**src/rtl/lsu_pkg.sv**
```systemverilog
// -----------------------------------------------------------------------------
// lsu_pkg
// Shared types, funct3 encodings and access-checking / store-steering helpers
// for the load/store unit and its load extraction datapath.
// -----------------------------------------------------------------------------
package lsu_pkg;

    // Access sequencer states.
    typedef enum logic [1:0] {
        IDLE = 2'd0,
        REQ  = 2'd1,
        WAIT = 2'd2,
        DONE = 2'd3
    } lsu_state_t;

    // funct3 access size / signedness encodings.
    localparam logic [2:0] F3_B  = 3'b000;
    localparam logic [2:0] F3_H  = 3'b001;
    localparam logic [2:0] F3_W  = 3'b010;
    localparam logic [2:0] F3_BU = 3'b100;
    localparam logic [2:0] F3_HU = 3'b101;

    // Legal encodings: loads accept signed and unsigned sizes, stores only B/H/W.
    function automatic logic access_legal(input logic is_store, input logic [2:0] f3);
        logic ok;
        case (f3)
            F3_B, F3_H, F3_W: ok = 1'b1;
            F3_BU, F3_HU:     ok = ~is_store;
            default:          ok = 1'b0;
        endcase
        return ok;
    endfunction

    // Halfwords must be 2-byte aligned, words 4-byte aligned; bytes never fault.
    function automatic logic access_misaligned(input logic [2:0] f3, input logic [1:0] addr_lo);
        logic bad;
        case (f3)
            F3_H, F3_HU: bad = addr_lo[0];
            F3_W:        bad = (addr_lo != 2'b00);
            default:     bad = 1'b0;
        endcase
        return bad;
    endfunction

    // Byte-write enables for a store of the given size at the given lane.
    function automatic logic [3:0] store_wstrb(input logic [2:0] f3, input logic [1:0] addr_lo);
        logic [3:0] strb;
        case (f3)
            F3_B:    strb = 4'b0001 << addr_lo;
            F3_H:    strb = addr_lo[1] ? 4'b1100 : 4'b0011;
            F3_W:    strb = 4'b1111;
            default: strb = 4'b0000;
        endcase
        return strb;
    endfunction

    // Replicate the right-aligned store data across every lane it could target,
    // so the strobes alone pick the written bytes.
    function automatic logic [31:0] store_wdata(input logic [2:0] f3, input logic [31:0] wd);
        logic [31:0] data;
        case (f3)
            F3_B:    data = {4{wd[7:0]}};
            F3_H:    data = {2{wd[15:0]}};
            F3_W:    data = wd;
            default: data = 32'h0000_0000;
        endcase
        return data;
    endfunction

endpackage

```
**src/rtl/load_extract.sv**
```systemverilog
// -----------------------------------------------------------------------------
// load_extract
// Purely combinational lane selection and sign/zero extension of a read word.
// Ports:
//   mem_rdata  in  32  raw word returned by memory
//   addr       in  2   byte offset of the access within the word
//   funct3     in  3   access size / signedness
//   load_data  out 32  extended load result
// -----------------------------------------------------------------------------
module load_extract
    import lsu_pkg::*;
(
    input  logic [31:0] mem_rdata,
    input  logic [1:0]  addr,
    input  logic [2:0]  funct3,
    output logic [31:0] load_data
);

    logic [7:0]  byte_s;
    logic [15:0] half_s;

    // Pick the addressed byte and halfword lanes out of the read word.
    always_comb begin
        byte_s = 8'h00;
        half_s = 16'h0000;
        case (addr)
            2'b00:   byte_s = mem_rdata[7:0];
            2'b01:   byte_s = mem_rdata[15:8];
            2'b10:   byte_s = mem_rdata[23:16];
            2'b11:   byte_s = mem_rdata[31:24];
            default: byte_s = 8'h00;
        endcase
        if (addr[1]) begin
            half_s = mem_rdata[31:16];
        end else begin
            half_s = mem_rdata[15:0];
        end
    end

    // Extend the selected lane according to size and signedness.
    always_comb begin
        load_data = 32'h0000_0000;
        case (funct3)
            F3_B:    load_data = {{24{byte_s[7]}}, byte_s};
            F3_H:    load_data = {{16{half_s[15]}}, half_s};
            F3_W:    load_data = mem_rdata;
            F3_BU:   load_data = {24'h00_0000, byte_s};
            F3_HU:   load_data = {16'h0000, half_s};
            default: load_data = mem_rdata;
        endcase
    end

endmodule

```
**src/rtl/load_store_unit.sv**
```systemverilog
// -----------------------------------------------------------------------------
// load_store_unit
// Multi-cycle load/store unit between the execute stage and a handshaked data
// memory. One access at a time: IDLE -> REQ -> (WAIT) -> DONE -> IDLE.
// Illegal or misaligned accesses skip the memory entirely (IDLE -> DONE) and
// raise a one-cycle Fault in DONE.
// Ports:
//   clk, rst           clock, synchronous active-high reset
//   MemRead/MemWrite   load / store request, held by the core while Stall=1
//   funct3             access size / signedness
//   ALUres             byte address
//   WriteData          right-aligned store data
//   ReadData           extended load result, valid from DONE until next load
//   Stall              core must hold its state
//   Fault              one-cycle pulse for a suppressed access
//   mem_req/we/addr/wstrb/wdata   memory request (registered)
//   mem_gnt            request accepted
//   mem_rvalid/rdata   read response
// -----------------------------------------------------------------------------
module load_store_unit
    import lsu_pkg::*;
#(
    parameter int ADDR_W = 32
) (
    input  logic              clk,
    input  logic              rst,
    input  logic              MemRead,
    input  logic              MemWrite,
    input  logic [2:0]        funct3,
    input  logic [ADDR_W-1:0] ALUres,
    input  logic [31:0]       WriteData,
    output logic [31:0]       ReadData,
    output logic              Stall,
    output logic              Fault,
    output logic              mem_req,
    output logic              mem_we,
    output logic [ADDR_W-1:0] mem_addr,
    output logic [3:0]        mem_wstrb,
    output logic [31:0]       mem_wdata,
    input  logic              mem_gnt,
    input  logic              mem_rvalid,
    input  logic [31:0]       mem_rdata
);

    lsu_state_t  state_r;
    logic [1:0]  addr_lo_r;
    logic [2:0]  f3_r;
    logic        load_r;

    logic        req_s;
    logic        fault_s;
    logic [31:0] ext_data_s;

    assign req_s   = MemRead | MemWrite;
    // Fault decision is made on the live request in IDLE, before anything is issued.
    assign fault_s = ~access_legal(MemWrite, funct3) | access_misaligned(funct3, ALUres[1:0]);

    // The core only has to wait while an access is in flight; DONE releases it.
    assign Stall = req_s & (state_r != DONE);

    load_extract u_load_extract (
        .mem_rdata (mem_rdata),
        .addr      (addr_lo_r),
        .funct3    (f3_r),
        .load_data (ext_data_s)
    );

    // Access sequencer with registered memory-side outputs, ReadData and Fault.
    always_ff @(posedge clk) begin
        if (rst) begin
            state_r   <= IDLE;
            addr_lo_r <= 2'b00;
            f3_r      <= 3'b000;
            load_r    <= 1'b0;
            ReadData  <= 32'h0000_0000;
            Fault     <= 1'b0;
            mem_req   <= 1'b0;
            mem_we    <= 1'b0;
            mem_addr  <= {ADDR_W{1'b0}};
            mem_wstrb <= 4'b0000;
            mem_wdata <= 32'h0000_0000;
        end else begin
            case (state_r)
                IDLE: begin
                    Fault <= 1'b0;
                    if (req_s) begin
                        addr_lo_r <= ALUres[1:0];
                        f3_r      <= funct3;
                        load_r    <= MemRead;
                        if (fault_s) begin
                            // Memory-side registers are left untouched so nothing toggles.
                            state_r <= DONE;
                            Fault   <= 1'b1;
                        end else begin
                            state_r  <= REQ;
                            mem_req  <= 1'b1;
                            mem_we   <= MemWrite;
                            mem_addr <= {ALUres[ADDR_W-1:2], 2'b00};
                            if (MemWrite) begin
                                mem_wstrb <= store_wstrb(funct3, ALUres[1:0]);
                                mem_wdata <= store_wdata(funct3, WriteData);
                            end else begin
                                mem_wstrb <= 4'b0000;
                            end
                        end
                    end
                end
                REQ: begin
                    // Request fields are held until the memory accepts them.
                    if (mem_gnt) begin
                        mem_req <= 1'b0;
                        state_r <= load_r ? WAIT : DONE;
                    end
                end
                WAIT: begin
                    if (mem_rvalid) begin
                        ReadData <= ext_data_s;
                        state_r  <= DONE;
                    end
                end
                DONE: begin
                    // Request inputs now belong to the next instruction; always go idle.
                    Fault   <= 1'b0;
                    state_r <= IDLE;
                end
                default: begin
                    state_r <= IDLE;
                    Fault   <= 1'b0;
                    mem_req <= 1'b0;
                end
            endcase
        end
    end

endmodule

```
**config.mk**
```make
export PLATFORM = sky130hd
export DESIGN_NAME = load_store_unit
export DESIGN_NICKNAME = d
export VERILOG_FILES = /design/src/rtl/lsu_pkg.sv /design/src/rtl/load_extract.sv /design/src/rtl/load_store_unit.sv
export SDC_FILE = /design/constraint.sdc
export NUM_CORES = 1
export LEC_CHECK = 0
export CORE_MARGIN = 1.5
export CORE_UTILIZATION = 47
export CTS_CLUSTER_SIZE = 16
export DETAILED_ROUTE_END_ITERATION = 12
export PLACE_DENSITY = 0.86
export SKIP_CTS_REPAIR_TIMING = 1
export SLEW_MARGIN = 10
export SYNTH_ARGS = -nofsm -noshare
export SYNTH_HDL_FRONTEND = slang
export SYNTH_SLANG_ARGS = --single-unit
```
**constraint.sdc**
```tcl
create_clock -name clk -period 4.69 [get_ports clk]
set_clock_uncertainty 0.15 [all_clocks]
set_input_delay 1.1725 -clock clk [delete_from_list [all_inputs] [get_ports clk]]
set_output_delay 1.1725 -clock clk [all_outputs]
set_load 0.01 [all_outputs]
```
==> results.yml <==
status:
  status: "complete, no violations"
timing:
  rsz0062_at_grt: "no"
  final-max-slew-violation-count: 0
  hold_viol: 0
  worst_pin_slew_ps: 1110
  max_freq_ghz: 0.253
  worst_slack_ps: 743
  whs_ps: 309
  finalSetupViolCount: 0
  relSlewSlack: 0.261
  fin_crit_sh: 0.842
  period_minus_slack_ps: 3950
  finalSetupTns_ps: 0
floorplan:
  die_w_microns: 109
  ios: 209
  die_area_sq_mm: 0.0118
  fp.coreArea_sq_mm: 0.0109
  fp-row-count: 38
  start_util: 0.483
  die_y_microns: 109
critical_path:
  critPathMaxFanout: 7
  critPathMaxStageDelay_ps: 660
  end_kind: "output port"
  critPathLaunchType: "input port"
  path_cells: "clkdlybuf4s50_1 -> nor2_1 -> nor2_1 -> clkdlybuf4s50_1"
  required_ps: 3370
  cp_data_arrival_time_ps: 2620
  crit_slowest_cell: "clkdlybuf4s50_1"
  path_class: "input port to output port"
global_routing:
  grt_start_max_net_pins: 55
  grt_pass1_vias: 5169
  antenna_found_initial: 0
  grt_pass1_wl_microns: 24800
  overflow: 0
  grt_usage: 0.266
yosys:
  yosysTopAreaCell: "dfxtp_1"
  synth.distinct_cells: 53
  yosys-top-cells-area: "dfxtp_1, nand2_1, a21oi_1"
  synth_edf_count: 0
  netlist.area_leader.share: 0.415
  synth-seq-cells: 109
  synth_common_cells: "nand2_1, dfxtp_1, a21oi_1"
  synth.most_common_cell: "nand2_1"
  netlist_area_sq_mm: 0.00526
  yosysSeqAreaShare: 0.415
  synthFlopType: "dfxtp_1"
  async_flop_share: 0
  synth_area_per_cell_sq_um: 8.26
  synth.yosys.warnings: 0
  syn_inst: 637
clocking:
  clock_latency_ps: 370
  cts_buffers: 9
  clock-sinks: 109
  clk_path_buf_depth: 2
  cts_root_buffer: "clkbuf_8"
  clkSlewWorstSetupHoldPaths_ps: 90
  cts_tree: "built"
  htree_levels: 3
layout:
  fin_util: 0.687
  syn2layout_area_growth_pct: 42.2
  final-instance-count-excl-fill: 953
  n_antenna_cell: 0
  fillers: 897
  stdcell_area_sq_mm: 0.00748
  drive_above_1_share: 0.0603
  nets: 918
place:
  dp.cells: 937
  detailed_place_hpwl_microns: 11600
  finalWeightedCongestion: 0.875
  placed_area_sq_mm: 0.00727
  io_buffer_count: 206
  dp_slack_ps: 750
routing:
  wirelength_microns: 15900
  drtAntennaViolNets: 0
  wire_per_inst_microns: 16.7
  drc: 0
  num_vias: 5380
  dr.pass1.iters: 7
  detail_route.vias_per_cell: 5.65
  drtIter0Drc: 295
power_and_ir_drop:
  ir_drop_uv: 251
  finalPower_mw: 2.75
  power_density_mw_per_mm2: 368
  p_leak_nw: 2.63
worst_hold_path:
  min_path_type: "flop to flop"
flow_run:
  max-cap-violations: 0
==> critical path, delay by kind of cell <==
family | cells | cell delay (ps)
buffers and inverters | 2 | 1200
and+or+nand+nor | 2 | 250
==> area by class of cell <==
| cell class | count | area (sq um) | area share |
|---|---|---|---|
| Sequential cell | 109 | 2180 | 0.292 |
| Timing Repair Buffer | 213 | 2110 | 0.282 |
| Tap cell | 140 | 175 | 0.0234 |
| Clock buffer | 13 | 169 | 0.0226 |
| Inverter | 8 | 30.0 | 0.00401 |
| Clock inverter | 3 | 42.5 | 0.00569 |
| Multi-Input combinational cell | 467 | 2770 | 0.371 |
==> layout by cell type, fill, tap and decap left out, types with 10 or more instances in the layout <==
cell type          n
or3_1             14
nor2b_1           13
clkbuf_8          12
nor2_1            54
a211oi_1          15
nor3_1            10
nand3b_1          19
a21oi_1           75
a211oi_2          10
dfxtp_1          109
mux2i_1           26
nand2_1          120
clkdlybuf4s50_1  204
o21ai_0           25
==> layer usage <==
layer  GRT usage  wire, microns  vias to the layer above  part of all wire
met4       0.135            592                        0             0.037
met3      0.0478           1000                       45             0.063
li1            -              -                     2557                 -
met1       0.313           6460                     2543              0.41
met5           0              0                        -                 0
met2       0.462           7870                      235              0.49
==> final timing paths <==
path | startpoint | endpoint | slack [ps] | cells after the start
worst max register to register | addr_lo_r[1]$_SDFFE_PP0P_ | ReadData[25]$_SDFFE_PP0P_ | 2070 | 4
worst max-delay path | MemWrite | Stall | 740 | 4
worst min-delay path | mem_addr[12]$_SDFFE_PP0P_ | mem_addr[12]$_SDFFE_PP0P_ | 310 | 2
worst min register to register | mem_addr[12]$_SDFFE_PP0P_ | mem_addr[12]$_SDFFE_PP0P_ | 310 | 2
==> cell families (layout without fill, tap and decap cells) <==
logic type	Yosys count	in the layout	synth area share
other	1	2	0.000713
muxes	27	27	0.0538
DFF	109	109	0.415
and+or+nand+nor	269	269	0.249
adders and majority gates	5	5	0.0119
AOI/OAI and AO/OA	163	163	0.209
xor gates and xnor gates	1	1	0.00167
buffers and inverters	62	237	0.0590
==> registers in the layout, summed over array words and instances, names as in the netlist <==
name and count:
mem_addr 30, f3_r 3, Fault 1, ReadData 32, addr_lo_r 2, mem_wstrb 4, mem_we 1, load_r 1
mem_req 1, state_r 2, mem_wdata 32
==> where the power goes <==
group | internal (mW) | switching, mW
Sequential | 1.05 | 0.113
Clock | 0.290 | 0.307
Combinational | 0.489 | 0.500
Total | 1.83 | 0.920
Power figures use the tool's default switching activity.
